File: src/rtl/alu_share_ctrl_if.sv
// ---------------------------------------------------------------------------
// alu_share_ctrl_if
// Client-side bundle of the shared-ALU controller: two request channels
// (valid/ready with operands and opcode), two one-cycle response strobes and
// the shared captured result.
//   master : seen from the clients (drive requests, receive responses)
//   slave  : seen from the controller
// ---------------------------------------------------------------------------
interface alu_share_ctrl_if #(
   parameter int nIO = 8
);
   logic           REQ0_VALID;
   logic           REQ1_VALID;
   logic           REQ0_READY;
   logic           REQ1_READY;
   logic [nIO-1:0] REQ0_A;
   logic [nIO-1:0] REQ0_B;
   logic [nIO-1:0] REQ1_A;
   logic [nIO-1:0] REQ1_B;
   logic [2:0]     REQ0_OP;
   logic [2:0]     REQ1_OP;
   logic           RSP0_VALID;
   logic           RSP1_VALID;
   logic [nIO-1:0] RSP_Z;
   logic           RSP_OV;

   modport master (
      output REQ0_VALID, REQ1_VALID,
      output REQ0_A, REQ0_B, REQ1_A, REQ1_B, REQ0_OP, REQ1_OP,
      input  REQ0_READY, REQ1_READY,
      input  RSP0_VALID, RSP1_VALID, RSP_Z, RSP_OV
   );

   modport slave (
      input  REQ0_VALID, REQ1_VALID,
      input  REQ0_A, REQ0_B, REQ1_A, REQ1_B, REQ0_OP, REQ1_OP,
      output REQ0_READY, REQ1_READY,
      output RSP0_VALID, RSP1_VALID, RSP_Z, RSP_OV
   );
endinterface

File: src/rtl/alu_share_ctrl.sv
// ---------------------------------------------------------------------------
// alu_share_ctrl
// Shares one combinational ALU between two clients. Requests are arbitrated
// round-robin, operands are registered onto the ALU, held for SETTLE cycles,
// then Z/OV are captured and returned with a one-cycle strobe to the owner.
//
// Ports
//   clk, rst_n      : clock, synchronous active-low reset
//   bus (slave)     : request/response channels of both clients
//   BUSY            : high in every state except IDLE
//   ALU_A/B/OP      : registered operands/opcode to the ALU
//   ALU_Z/OV        : ALU result and overflow
//
// state | meaning
// ------+-------------------------------------------------------------
// IDLE  | arbitrate, accept one request, load ALU operands
// EXEC  | operands held on the ALU; counter runs down to capture
// DONE  | result registered; strobe RSP(owner)_VALID for one cycle
// ---------------------------------------------------------------------------
module alu_share_ctrl #(
   parameter int nIO    = 8,
   parameter int SETTLE = 1
) (
   input  logic               clk,
   input  logic               rst_n,
   alu_share_ctrl_if.slave    bus,
   output logic               BUSY,
   output logic [nIO-1:0]     ALU_A,
   output logic [nIO-1:0]     ALU_B,
   output logic [2:0]         ALU_OP,
   input  logic [nIO-1:0]     ALU_Z,
   input  logic               ALU_OV
);

   typedef enum logic [1:0] {
      ST_IDLE = 2'd0,
      ST_EXEC = 2'd1,
      ST_DONE = 2'd2
   } state_t;

   localparam logic [3:0] SETTLE_M1 = 4'(SETTLE - 1);

   state_t         state_q, state_d;
   logic           last_q, last_d;
   logic           owner_q, owner_d;
   logic [3:0]     cnt_q, cnt_d;
   logic [nIO-1:0] alu_a_q, alu_a_d;
   logic [nIO-1:0] alu_b_q, alu_b_d;
   logic [2:0]     alu_op_q, alu_op_d;
   logic [nIO-1:0] rsp_z_q, rsp_z_d;
   logic           rsp_ov_q, rsp_ov_d;

   logic           grant;
   logic           any_valid;
   logic           accept;

   // On a tie the client that was not served last wins.
   always_comb begin
      any_valid = bus.REQ0_VALID | bus.REQ1_VALID;
      grant     = 1'b0;
      if (bus.REQ0_VALID && bus.REQ1_VALID) begin
         grant = ~last_q;
      end else if (bus.REQ1_VALID) begin
         grant = 1'b1;
      end
   end

   // Gating with rst_n keeps READY low while reset is held even if a client
   // is already presenting a request.
   assign accept         = rst_n && (state_q == ST_IDLE) && any_valid;
   assign bus.REQ0_READY = accept && !grant;
   assign bus.REQ1_READY = accept && grant;

   always_comb begin
      state_d  = state_q;
      last_d   = last_q;
      owner_d  = owner_q;
      cnt_d    = cnt_q;
      alu_a_d  = alu_a_q;
      alu_b_d  = alu_b_q;
      alu_op_d = alu_op_q;
      rsp_z_d  = rsp_z_q;
      rsp_ov_d = rsp_ov_q;

      case (state_q)
         ST_IDLE: begin
            if (accept) begin
               alu_a_d  = grant ? bus.REQ1_A  : bus.REQ0_A;
               alu_b_d  = grant ? bus.REQ1_B  : bus.REQ0_B;
               alu_op_d = grant ? bus.REQ1_OP : bus.REQ0_OP;
               owner_d  = grant;
               last_d   = grant;
               cnt_d    = SETTLE_M1;
               state_d  = ST_EXEC;
            end
         end
         ST_EXEC: begin
            if (cnt_q == 4'd0) begin
               rsp_z_d  = ALU_Z;
               rsp_ov_d = ALU_OV;
               state_d  = ST_DONE;
            end else begin
               cnt_d = cnt_q - 4'd1;
            end
         end
         ST_DONE: begin
            state_d = ST_IDLE;
         end
         default: begin
            state_d = ST_IDLE;
         end
      endcase
   end

   always_ff @(posedge clk) begin
      if (!rst_n) begin
         state_q  <= ST_IDLE;
         last_q   <= 1'b1;
         owner_q  <= 1'b0;
         cnt_q    <= 4'd0;
         alu_a_q  <= '0;
         alu_b_q  <= '0;
         alu_op_q <= 3'd0;
         rsp_z_q  <= '0;
         rsp_ov_q <= 1'b0;
      end else begin
         state_q  <= state_d;
         last_q   <= last_d;
         owner_q  <= owner_d;
         cnt_q    <= cnt_d;
         alu_a_q  <= alu_a_d;
         alu_b_q  <= alu_b_d;
         alu_op_q <= alu_op_d;
         rsp_z_q  <= rsp_z_d;
         rsp_ov_q <= rsp_ov_d;
      end
   end

   assign BUSY           = (state_q != ST_IDLE);
   assign bus.RSP0_VALID = (state_q == ST_DONE) && !owner_q;
   assign bus.RSP1_VALID = (state_q == ST_DONE) && owner_q;
   assign bus.RSP_Z      = rsp_z_q;
   assign bus.RSP_OV     = rsp_ov_q;
   assign ALU_A          = alu_a_q;
   assign ALU_B          = alu_b_q;
   assign ALU_OP         = alu_op_q;

endmodule

File: src/flat_wrapper.sv
// flat-port wrapper written by rule: the top's interface ports become plain ports
module alu_share_ctrl_flat 
#(
   parameter int nIO    = 8,
   parameter int SETTLE = 1
)
  (clk, rst_n, BUSY, ALU_A, ALU_B, ALU_OP, ALU_Z, ALU_OV, bus_REQ0_VALID, bus_REQ1_VALID, bus_REQ0_A, bus_REQ0_B, bus_REQ1_A, bus_REQ1_B, bus_REQ0_OP, bus_REQ1_OP, bus_REQ0_READY, bus_REQ1_READY, bus_RSP0_VALID, bus_RSP1_VALID, bus_RSP_Z, bus_RSP_OV);
  alu_share_ctrl_if #(.nIO(nIO)) bus_i ();
  input  logic clk;
  input  logic rst_n;
  output logic BUSY;
  output logic [nIO-1:0] ALU_A;
  output logic [nIO-1:0] ALU_B;
  output logic [2:0] ALU_OP;
  input  logic [nIO-1:0] ALU_Z;
  input  logic ALU_OV;
  input wire logic [$bits(bus_i.REQ0_VALID)-1:0] bus_REQ0_VALID;
  input wire logic [$bits(bus_i.REQ1_VALID)-1:0] bus_REQ1_VALID;
  input wire logic [$bits(bus_i.REQ0_A)-1:0] bus_REQ0_A;
  input wire logic [$bits(bus_i.REQ0_B)-1:0] bus_REQ0_B;
  input wire logic [$bits(bus_i.REQ1_A)-1:0] bus_REQ1_A;
  input wire logic [$bits(bus_i.REQ1_B)-1:0] bus_REQ1_B;
  input wire logic [$bits(bus_i.REQ0_OP)-1:0] bus_REQ0_OP;
  input wire logic [$bits(bus_i.REQ1_OP)-1:0] bus_REQ1_OP;
  output wire logic [$bits(bus_i.REQ0_READY)-1:0] bus_REQ0_READY;
  output wire logic [$bits(bus_i.REQ1_READY)-1:0] bus_REQ1_READY;
  output wire logic [$bits(bus_i.RSP0_VALID)-1:0] bus_RSP0_VALID;
  output wire logic [$bits(bus_i.RSP1_VALID)-1:0] bus_RSP1_VALID;
  output wire logic [$bits(bus_i.RSP_Z)-1:0] bus_RSP_Z;
  output wire logic [$bits(bus_i.RSP_OV)-1:0] bus_RSP_OV;
  assign bus_i.REQ0_VALID = bus_REQ0_VALID;
  assign bus_i.REQ1_VALID = bus_REQ1_VALID;
  assign bus_i.REQ0_A = bus_REQ0_A;
  assign bus_i.REQ0_B = bus_REQ0_B;
  assign bus_i.REQ1_A = bus_REQ1_A;
  assign bus_i.REQ1_B = bus_REQ1_B;
  assign bus_i.REQ0_OP = bus_REQ0_OP;
  assign bus_i.REQ1_OP = bus_REQ1_OP;
  assign bus_REQ0_READY = bus_i.REQ0_READY;
  assign bus_REQ1_READY = bus_i.REQ1_READY;
  assign bus_RSP0_VALID = bus_i.RSP0_VALID;
  assign bus_RSP1_VALID = bus_i.RSP1_VALID;
  assign bus_RSP_Z = bus_i.RSP_Z;
  assign bus_RSP_OV = bus_i.RSP_OV;
  alu_share_ctrl #(.nIO(nIO), .SETTLE(SETTLE)) u_core (.clk(clk), .rst_n(rst_n), .bus(bus_i), .BUSY(BUSY), .ALU_A(ALU_A), .ALU_B(ALU_B), .ALU_OP(ALU_OP), .ALU_Z(ALU_Z), .ALU_OV(ALU_OV));
endmodule
File: config.mk
export PLATFORM = sky130hd
export DESIGN_NAME = alu_share_ctrl_flat
export DESIGN_NICKNAME = d
export VERILOG_FILES = /design/src/rtl/alu_share_ctrl_if.sv /design/src/rtl/alu_share_ctrl.sv /design/src/flat_wrapper.sv
export SDC_FILE = /design/constraint.sdc
export NUM_CORES = 1
export LEC_CHECK = 0
export ABC_AREA = 0
export CAP_MARGIN = 40
export CORE_UTILIZATION = 31
export CTS_BUF_LIST = sky130_fd_sc_hd__clkbuf_2
export CTS_CLUSTER_DIAMETER = 60
export CTS_CLUSTER_SIZE = 8
export DETAILED_ROUTE_END_ITERATION = 8
export GPL_TIMING_DRIVEN = 0
export PLACE_DENSITY = 0.66
export SYNTH_ARGS = -nofsm -noshare
export SYNTH_HDL_FRONTEND = slang
export SYNTH_SLANG_ARGS = --single-unit
export TNS_END_PERCENT = 20
File: constraint.sdc
create_clock -name clk -period 1.94 [get_ports clk]
set_input_delay 0.194 -clock clk [delete_from_list [all_inputs] [get_ports clk]]
set_output_delay 0.194 -clock clk [all_outputs]
set_load 0.05 [all_outputs]
## After elaboration in Yosys (flattened, before gate mapping)

Index checks and enable logic that the tools add are counted.

- Add/sub/neg operators: 1
- Equal/unequal tests: 5
- Muxes and demuxes: 11
- Bitwise gates (word level): 2
- Reductions and logical operators: 17

Operators with widths:

| operator | count |
|---|---|
| $mux 8 | 2 |
| $mux 4 | 2 |
| $pmux 4 s2 | 1 |
| $logic_and 1x1->1 | 7 |
| $reduce_and 2->1 | 3 |
| $logic_not 4->1 | 1 |
| $mux 2 | 2 |
| $ne 2x1->1 const B | 2 |
| $pmux 2 s2 | 1 |
| $reduce_bool 2->1 | 2 |
| $sub 4x1->4 const B | 1 |
| $mux 3 | 1 |
| $reduce_and 3->1 | 1 |
| $eq 2x1->1 const B | 1 |
| $eq 2x2->1 const B | 1 |
| $logic_not 1->1 | 2 |
| $logic_not 2->1 | 1 |
| $mux 1 | 2 |
| $ne 2x2->1 const B | 1 |
| $not 1->1 | 1 |
| $or 1x1->1 | 1 |

- Flip-flop bits (word level): 36
- Output and inout bits: 33

## Depth between registers and ports, before layout

- Word-level depth: 5
- Gate-level depth with buffers: 7
- Depth with buffers taken out: 6

## Least setup slack after synthesis

No wires, ideal clock.

- Path type: reg2out
- Start: register u_core.state_q[1]
- End: output bus_REQ0_READY
- Arrival: 1.937 ns
- Required time: 1.746 ns
- Slack: -0.191 ns
- Cell stages (with the launch flop): 6
- Buffers on the path: 2
- Cells stage by stage: dfxtp_1 or2_4 or3_1 buf_6 buf_6 nor2_1

- Longest elaborated chain between the ends: 4

RTL lines:

| what | line | RTL |
|---|---|---|
| start: declaration | alu_share_ctrl.sv:43 | `state_t state_q, state_d;` |
| start signal: assignment | alu_share_ctrl.sv:127 | `state_q <= state_d;` |
| $logic_not 2->1 | alu_share_ctrl.sv:70 | `assign accept = rst_n && (state_q == ST_IDLE) && any_valid;` |
| $logic_and 1x1->1 (2 in series) | alu_share_ctrl.sv:70 |  |
| $logic_and 1x1->1 | alu_share_ctrl.sv:71 | `assign bus.REQ0_READY = accept && !grant;` |
| end: declaration | flat_wrapper.sv:25 | `output wire logic [$bits(bus_i.REQ0_READY)-1:0] bus_REQ0_READY;` |

No other way between the ends.

## Final worst setup path

- Start: register u_core.state_q[0]
- End: output bus_REQ0_READY

Same word-level chain as after synthesis.

==> metrics.md <==
| Metric | Value |
|---|---|
| Status | `completed` |
| Htree depth | `2` |
| Seq pwr share | `41.1%` |
| Synth area leader | `dfxtp_1` |
| Layout net count | `337` |
| GRT Util Overall | `16.2%` |
| Final ANT Viol Nets | `0` |
| Post-CTS Hold Buffers | `0` |
| First-pass GRT wire length | `6560 um` |
| DP Cell Count | `336` |
| Routability congestion estimate | `0.752` |
| Worst R2R Start | `u_core.state_q[0]` |
| Peak supply drop | `0.000386 V` |
| Reg2reg end | `u_core.ALU_B[1]` |
| Hold WC Path Type | `input port to register` |
| Crit-path slowest cell | `dfxtp_2` |
| WP data arrival | `1.74 ns` |
| Final min period | `1.93 ns` |
| Critical Path Max Stage Delay | `0.37 ns` |
| Iteration-0 DRC Markers | `66` |
| Vias in the first global route | `1,449` |
| DR WL/cell | `12.2 um` |
| Synth-to-Final Area Change | `68.2%` |
| Net Sw Frac | `35.1%` |
| First drt pass iteration count | `4` |
| FMAX | `0.517 GHz` |
| Setup violators final | `0` |
| Placed Area | `2490 um2` |
| Design Power | `2.04 mW` |
| Synth unique cells | `26` |
| Synthesized cell area | `1580 um2` |
| Unrepaired setup endpoints after global routing | `true` |
| Pre-CTS setup slack | `-0.829 ns` |
| Post-synthesis sequential area ratio | `45.8%` |
| Clk sink count | `36` |
| Top post-synthesis cells by area | `dfxtp_1 (46%), a21oi_2 (9.5%), a21oi_1 (7.9%)` |
| Global route overflow | `0` |
| Skew-Pair Late Insertion Delay | `0.39 ns` |
| Post-route clock period utilization | `99.7%` |
| CTS root buffer | `clkbuf_2` |
| Worst setup SP type | `register` |
| End of the worst hold path | `u_core.ALU_B[5]` |
| Skew final | `0.0126 ns` |
| DIE WIDTH | `73.3 um` |
| N_diodes | `0` |
| Max Transition Viols Final | `0` |
| Starting Density | `32.7%` |
| Sw power | `0.715 mW` |
| Utilization after layout | `55.0%` |
| Final wirelength | `4280 um` |
| Fin. Hold Viols | `0` |
| Hold path startpoint | `bus_REQ0_B[5]` |
| Synth Register Bits | `36` |
| Worst path cell trace | `or2_4 -> or3_4 -> buf_6 -> nor2_4 -> buf_8` |
| Crit. End Element | `output port` |
| # DRC | `0` |
| Critical path class | `register to output port` |
| Port Buffers | `83` |
| Rows | `25` |
| Die height | `73.3 um` |
| Fin Hold WS | `0.318 ns` |
| Largest fanout on the critical path | `8` |
| # IOs | `84` |
| Core box area | `4820 um2` |
| Critical Path RT | `1.75 ns` |
| Lkg Pwr | `1.09 nW` |
| Final std cells w/o fill | `352` |
| Combinational power share | `35.2%` |
| Finished Cell Area | `2650 um2` |
| Top cell type's share of synthesized area | `45.8%` |
| CTS tree | `done` |
| Final Worst Setup Slack | `0.00564 ns` |
| Worst slew pin tran | `0.678 ns` |
| Share of cells above drive strength 1 | `16.8%` |
| Slew HR | `54.8%` |
| Max Cap Violations | `0` |
| Mean Syn Cell Area | `8.47 um2` |
| Cells after Synth | `186` |
| Number of cells on the worst hold path | `3` |
| Final HPWL DP | `3120 um` |
| Setup TNS | `0 ns` |
| Largest net degree at the start of global routing | `13` |
| Fill cell total of the finished layout | `489` |
| Avg Vias per Cell | `4.61` |
| Power Internal | `1.32 mW` |
| Max Buffers Root-to-Sink | `2` |
| Pwr Density | `769 nW/um2` |
| DR vias | `1,624` |
| Clock power frac | `23.7%` |
| Synth warnings | `0` |
| Die ar. | `5370 um2` |
| CTS buffer count | `5` |
| Worst R2R Setup Slack | `0.23 ns` |
| Worst-path clk slew | `0.20 ns` |
| R2R depth | `7` |
| Initial antenna violation count | `0` |
| Synthesized net count | `239` |
## flip-flops by register name, summed over array words and instances, names as in the netlist
| signal | flops |
|---|---|
| u_core.owner_q | 1 |
| u_core.bus.RSP_Z | 8 |
| u_core.ALU_B | 8 |
| u_core.last_q | 1 |
| u_core.ALU_OP | 3 |
| u_core.bus.RSP_OV | 1 |
| u_core.cnt_q | 4 |
| u_core.ALU_A | 8 |
| u_core.state_q | 2 |
## power groups by stage
stage	Combinational (mW)	Clock (mW)	Sequential (mW)
finish	0.716	0.483	0.837
global route	0.758	0.532	0.846
CTS	0.695	0.495	0.837
detailed placement	0.688	0	0.851
global placement	0.685	0	0.850
floorplan	0.217	0	1.05
## placed cells by master (no fill, tap or decap), types with 2 or more instances in the layout
master            n
ha_1              2
nor2_1           14
clkbuf_2          5
clkbuf_1          5
nor3b_1           2
buf_6             3
dlygate4sd2_1     3
o31ai_1           2
dfxtp_2           2
dfxtp_1          34
nand2_1          28
inv_1             4
clkdlybuf4s50_1  78
o21ai_0          20
a21oi_1          25
a21oi_2          17
nand2b_1          3
buf_4            11
mux2i_1           9
## metal layers
layer  global-route usage (%)  routed length (um)
met2                     25.8                2030
met1                     19.7                1890
met4                     7.19                  72
met5                        0                   0
met3                     5.62                 286
## cells by family after synthesis
logic type                 after synthesis  share of synthesized area (%)
AOI/OAI and AO/OA                       66                           25.7
adders and majority gates                2                           1.59
buffers and inverters                   17                           5.56
DFF                                     36                           45.8
muxes                                    9                           5.72
and+or+nand+nor                         56                           15.7
## worst max-delay path by stage
stage,from,to,slack (ns)
2_1_floorplan,u_core.state_q[1],bus_REQ0_READY,0.04
3_3_place_gp,rst_n,bus_REQ1_READY,-0.84
3_5_place_dp,rst_n,bus_REQ1_READY,-0.83
4_1_cts,u_core.state_q[1],bus_REQ0_READY,-0.03
5_1_grt,u_core.state_q[1],bus_REQ0_READY,-0.07
6_report,u_core.state_q[0],bus_REQ0_READY,0.006
## synthesized netlist by cell type
cell      number
nor3b_1        2
o32ai_1        1
nand2b_1       3
buf_2          1
a21oi_1       25
nand2_1       28
inv_1          4
and3b_1        1
nor3_1         2
and2_1         1
mux2i_1        9
a21oi_2       17
or4_1          1
o31ai_1        2
or2_4          1
inv_2          1
buf_6          3
nand3_1        1
buf_1          2
ha_1           2
o22ai_1        1
or3_1          1
dfxtp_1       36
nor2_1        15
o21ai_0       20
clkbuf_1       6
## repair_timing
| item | CTS | global route |
|---|---|---|
| setup buffers | 2 | 7 |
| resized for setup | 23 | 6 |
| setup endpoints to repair | 5 | 2 |
| cloned | 0 | 0 |
| pin swaps | 2 | 2 |
## final cells by class
cell class                      instances  area, um2  area share [%]
Timing Repair Buffer                   92        901            34.0
Multi-Input combinational cell        133        791            29.8
Sequential cell                        36        723            27.3
Tap cell                               67       83.8            3.16
Buffer                                 11       65.1            2.46
Clock inverter                          3       42.5            1.61
Clock buffer                            5       25.0           0.944
Inverter                                5       18.8           0.708
## critical path, delay by kind of cell (launching register included)
family,cells,cell delay (ns)
buffers and inverters,2,0.30
and+or+nand+nor,3,0.69
DFF,1,0.37
Note: power is estimated with default switching activity, not from simulation.
